File: src/rtl/cpu_pkg.sv
// Shared pipeline constants: write-back source encoding and register file geometry.
package cpu_pkg;
  localparam logic [1:0] WB_ALU  = 2'b00;
  localparam logic [1:0] WB_MEM  = 2'b01;
  localparam logic [1:0] WB_LINK = 2'b10;
  localparam logic [4:0] REG_ZERO = 5'd0;
  localparam int NUM_REGS = 32;
endpackage

File: src/rtl/wb_mux.sv
// Write-back source selector; the reserved code falls back to the ALU result.
module wb_mux
  import cpu_pkg::*;
#(
  parameter int DATA_W = 32
) (
  input  logic [1:0]        sel,
  input  logic [DATA_W-1:0] alu,
  input  logic [DATA_W-1:0] mem,
  input  logic [DATA_W-1:0] link,
  output logic [DATA_W-1:0] y
);
  always_comb begin
    y = alu;
    case (sel)
      WB_MEM:  y = mem;
      WB_LINK: y = link;
      default: y = alu;
    endcase
  end
endmodule

File: src/rtl/wb_regfile.sv
// Write-back stage plus 32x32 register file with write-through read bypass,
// forwarding tap and committed-write counter.
module wb_regfile
  import cpu_pkg::*;
#(
  parameter int DATA_W = 32,
  parameter int CNT_W  = 32
) (
  input  logic              clk,
  input  logic              reset,
  input  logic [4:0]        write_addr_in,
  input  logic [DATA_W-1:0] alu_out_in,
  input  logic [DATA_W-1:0] mem_data_in,
  input  logic [DATA_W-1:0] pc_plus4_in,
  input  logic [1:0]        MemToReg_in,
  input  logic              RegWrite_in,
  input  logic [4:0]        rs_addr,
  input  logic [4:0]        rt_addr,
  output logic [DATA_W-1:0] rs_data,
  output logic [DATA_W-1:0] rt_data,
  output logic              fwd_valid,
  output logic [4:0]        fwd_addr,
  output logic [DATA_W-1:0] fwd_data,
  input  logic [4:0]        dbg_addr,
  output logic [DATA_W-1:0] dbg_data,
  output logic [CNT_W-1:0]  wb_count
);
  logic [DATA_W-1:0] wb_value;
  logic [DATA_W-1:0] regs [1:NUM_REGS-1];
  logic              we;

  wb_mux #(.DATA_W(DATA_W)) u_wb_mux (
    .sel  (MemToReg_in),
    .alu  (alu_out_in),
    .mem  (mem_data_in),
    .link (pc_plus4_in),
    .y    (wb_value)
  );

  // Reset low forces we low, so nothing commits, bypasses or forwards.
  assign we = RegWrite_in && (write_addr_in != REG_ZERO) && reset;

  always_ff @(posedge clk or negedge reset) begin
    if (!reset) begin
      for (int i = 1; i < NUM_REGS; i++) regs[i] <= '0;
      wb_count <= '0;
    end else if (we) begin
      regs[write_addr_in] <= wb_value;
      wb_count            <= wb_count + CNT_W'(1);
    end
  end

  always_comb begin
    rs_data = '0;
    if (rs_addr != REG_ZERO) rs_data = (we && rs_addr == write_addr_in) ? wb_value : regs[rs_addr];
  end

  always_comb begin
    rt_data = '0;
    if (rt_addr != REG_ZERO) rt_data = (we && rt_addr == write_addr_in) ? wb_value : regs[rt_addr];
  end

  always_comb begin
    dbg_data = '0;
    if (dbg_addr != REG_ZERO) dbg_data = regs[dbg_addr];
  end

  assign fwd_valid = we;
  assign fwd_addr  = reset ? write_addr_in : 5'd0;
  assign fwd_data  = reset ? wb_value : '0;
endmodule

File: config.mk
export PLATFORM = sky130hd
export DESIGN_NAME = wb_regfile
export DESIGN_NICKNAME = d
export VERILOG_FILES = /design/src/rtl/cpu_pkg.sv /design/src/rtl/wb_mux.sv /design/src/rtl/wb_regfile.sv
export SDC_FILE = /design/constraint.sdc
export NUM_CORES = 2
export LEC_CHECK = 0
export CELL_PAD_IN_SITES_DETAIL_PLACEMENT = 2
export CELL_PAD_IN_SITES_GLOBAL_PLACEMENT = 2
export CORE_MARGIN = 4
export CORE_UTILIZATION = 49
export DETAILED_ROUTE_END_ITERATION = 7
export GPL_ROUTABILITY_DRIVEN = 0
export GPL_TIMING_DRIVEN = 0
export PLACE_DENSITY = 0.95
export SYNTH_ARGS = -nofsm -noshare
export SYNTH_HDL_FRONTEND = slang
export SYNTH_HIERARCHICAL = 1
export SYNTH_SLANG_ARGS = --single-unit
export TNS_END_PERCENT = 10
File: constraint.sdc
create_clock -name clk -period 7.67 [get_ports clk]
set_input_delay 1.534 -clock clk [delete_from_list [all_inputs] [get_ports clk]]
set_output_delay 1.534 -clock clk [all_outputs]
set_load 0.005 [all_outputs]
==> results.cfg, run 1 <==
[placed_design]
dp_hpwl_mm = 234
port_buffers = 269
postPlaceCellArea_sq_um = 68800

[logic_synthesis]
syn_area_per_cell_sq_um = 14.6
syn_area_sq_um = 63700
ys_seq_area_share_pct = 40.2
ys_warn_count = 6
synth_edf_count = 0
ys.flop_type = dfrtp_1
yosys-top-cells-area = dfrtp_1 (40%), mux4_2 (26%), mux2_2 (20%)
synth_cells = 4376
ys_ff_latch = 1024
synth_top_cell_area_share_pct = 40.2
yosys.area.top_type = dfrtp_1
post-synth-top-count-cell = mux2_2
syn_nets = 4500
ys_async_sr_fraction_pct = 100
ys_types = 52
yosys-top-cells-count = mux2_2 (1,120), dfrtp_1 (1,024), mux4_2 (733)

[floorplan]
dieWidth_microns = 369
num_rows = 132
fp.dieH_microns = 369
ios = 287
initial_core_util_pct = 49.3

[global_route]
grt_max_degree = 164
antenna_found_initial = 150
grt_usage_pct = 81.5
overflow = 144

[run_status]
stop_stage = global routing (5_1_grt)
firstError = [ERROR GRT-0232] Routing congestion too high. Check the congestion heatmap in the GUI.
outcome = did not finish

[cts]
numClockSinks = 1024
htreeDepth = 3
cts_buffers = 116
clockRootBuffer = clkbuf_16
clock_path_buffers = 3
post_cts_buffers = 0

[sta]
crit_endpoint = rs_data[10]
worstEndpointType = primary output
per-stage QoR:
stage / setup WS [ps] / util [%] / instances
floorplan: 2660 / - / 4376
global placement: -41780 / 53.0 / 6387
detailed placement: -820 / 53.2 / 6395
CTS: 12.7 / 56.4 / 6612
layer usage:
| metal | overflow | GRT usage [%] |
|---|---|---|
| met4 | 78 | 78.3 |
| met5 | 0 | 61.4 |
| met1 | 5 | 79.4 |
| met2 | 57 | 92.6 |
| met3 | 4 | 74.8 |
logic make-up after synthesis:
logic type | Yosys count | share of synthesized area (%)
AOI/OAI and AO/OA | 363 | 4.22
DFF | 1024 | 40.2
and+or+nand+nor | 420 | 3.29
adders and majority gates | 3 | 0.0589
muxes | 2014 | 48.2
buffers and inverters | 511 | 3.42
xor gates and xnor gates | 41 | 0.564
repair_timing:
item	CTS
resized for setup	9
cloned	3
endpoints found under the setup margin	63
hold buffers	0
==> run 2: changes to the inputs <==
Settings changed: CELL_PAD_IN_SITES_DETAIL_PLACEMENT 2 to unset, CELL_PAD_IN_SITES_GLOBAL_PLACEMENT 2 to unset, CORE_UTILIZATION 49 to 35, PLACE_DENSITY 0.95 to unset, PLACE_DENSITY_LB_ADDON set to 0.15.
==> results.cfg, run 2 <==
[sta]
drv_slew = 11
min_period_ps = 7700
fin_ws_ps = -29.9
setup_viol = 1
rsz0062_at_grt = false
tns_ps = -29.9
max_slew.worst_pin.slew_ps = 1570
fmax_mhz = 130
hold_violations = 0
period_share_pct = 100
fin_skew_ps = 9.99
relSlewSlack_pct = -4.50

[final_layout]
drive_gt1_share_pct = 46.3
fill_cells = 16900
largest_register_ffs = 992
top_register = regs
layout_common_cells = mux2_2 (1,120), dfrtp_1 (1,024), mux4_2 (733)
finalInstanceArea_sq_um = 73900
layout_commonest_cell = mux2_2
area_growth_pct = 16.0
top_regs = regs: 992 flops, wb_count: 32 flops
fin_nets = 4909

[worst_setup_path]
cp_data_required_time_ps = 6140
crit_path_end_kind = primary output
crit_arrival_ps = 6170
cp-start-kind = input port
critPathMaxFanout = 10
crit_type = in -> out

[logic_synthesis]
synthXorXnorAreaFrac_pct = 0.564
synth_cells = 4376
synthAdderAreaFrac_pct = 0.0589
ys.flop_type = dfrtp_1
syn_area_sq_um = 63700
yosys-top-cells-count = mux2_2 (1,120), dfrtp_1 (1,024), mux4_2 (733)
yosys.area.top_type = dfrtp_1
syn_area_per_cell_sq_um = 14.6
synth_compound_area_share_pct = 4.22
ys_ff_latch = 1024
synth_top_cell_area_share_pct = 40.2
yosys.area_share.simple_pct = 3.29
ys_types = 52
ys_warn_count = 6
yosys-top-cells-area = dfrtp_1 (40%), mux4_2 (26%), mux2_2 (20%)
ys_async_sr_fraction_pct = 100
synth.area.mux_share_pct = 48.2
synth_top_family_by_area = multiplexers
post-synth-top-count-cell = mux2_2
syn_nets = 4500
synth_edf_count = 0
ys_seq_area_share_pct = 40.2

[route]
ant_nets = 0
routed_via_density = 6.25
drcViolationCount = 0
wl_mm = 266
drt-pass1-iter-count = 5
drt_iter0_markers = 5138
wl_per_cell_microns = 36.7
num_vias = 45300

[global_route]
antenna_found_initial = 25
overflow = 0
grt_max_degree = 145
grt_pass1_vias = 45900
grt_pass1_wl_mm = 366
grt_usage_pct = 27.9

[floorplan]
ios = 287
coreArea_sq_um = 181000
fp.dieH_microns = 435
die_area_sq_um = 189000
dieWidth_microns = 435
num_rows = 156
initial_core_util_pct = 35.2

[power]
p_leak_nw = 31.5
peakVddDrop_v = 0.000196
power.density_nw_per_um2 = 222

[cts]
cts_buffers = 120
post_cts_buffers = 0
numClockSinks = 1024
clockRootBuffer = clkbuf_16
cts.clk_slew.worst_paths_ps = 60
cts_tree = built
clock_path_buffers = 3
insertion_delay_ps = 770
htreeDepth = 3
ctsHoldBuffers = 0

[placed_design]
dp_slack_ps = -968
dp_hpwl_mm = 201
postPlaceCellArea_sq_um = 69700
port_buffers = 269

[run_status]
violations = capacitance limit, slew limit, setup timing
outcome = complete, but fails checks

[flow_run]
maxCapViolations = 1

[worst_hold_path]
hold_path_class = reg -> reg
## run 2: layout make-up
type	count	area, sq um	share of cell area (%)
tap	2370	2970	4.01
antenna	9	22.5	0.0305
clock buffer	179	3620	4.89
buffer	501	2170	2.93
multi-input combinational	2841	35900	48.6
sequential	1024	25600	34.7
inverter	10	37.5	0.0508
clock inverter	36	443	0.599
timing repair buffer	287	3120	4.22
## run 2: stage by stage
step	hold slack, ps	util (%)	std cells	power (W)
after floorplan	468	-	4376	0.00885
after global placement	464	38.3	7015	0.0104
after detailed placement	473	38.5	7026	0.0105
after CTS	481	40.8	7245	0.0165
after global routing	505	40.9	7252	0.0170
final	479	40.9	7257	0.0164
## run 2: layer usage
layer  global-route usage, %  vias up  wire, microns
li1                        -    18200              -
met1                    36.5    24400         106000
met2                    44.3     2292         124000
met3                    6.84      496          23500
met4                    12.1        2          12500
met5                       0        -             13
## run 2: worst paths after layout
check	startpoint	end	slack, ps	depth (start not counted)
worst max register to register	wb_count[4]	wb_count[31]	5300	5
min in group asynchronous	reset	regs[228]	680	1
worst min-delay path	wb_count[31]	wb_count[31]	480	1
max in group asynchronous	reset	regs[912]	4970	5
worst max-delay path	rt_addr[1]	rt_data[18]	-30	10
worst min register to register	wb_count[31]	wb_count[31]	480	1
## run 2: power breakdown
part / total [W] / internal [W] / switching (W)
clock: 0.00594 / 0.00344 / 0.00250
sequential: 0.00668 / 0.00605 / 0.000638
combinational: 0.00380 / 0.00192 / 0.00188
## run 2: what timing repair did
| item | CTS | global route |
|---|---|---|
| resized for setup | 14 | 4 |
| pin swaps | 0 | 0 |
| gates cloned | 4 | 0 |
| setup endpoints to repair | 63 | 10 |
## run 2: worst max-delay path, stage by stage
cell             delay [ps]
buf_2                   260
buf_2                   530
buf_2                   450
clkbuf_1               1110
mux4_2                  430
mux2i_1                 230
o32ai_1                 120
nor3_1                  800
nor2_1                  140
clkdlybuf4s50_1         510
## run 2: cells by family after synthesis
group | Yosys count
flip-flops | 1024
XOR/XNOR | 41
AND/OR/NAND/NOR | 420
multiplexers | 2014
adder cells (fa/ha/maj) | 3
buffers and inverters | 511
AO/OA/AOI/OAI | 363
No activity file was read; power rests on OpenSTA's default activity.
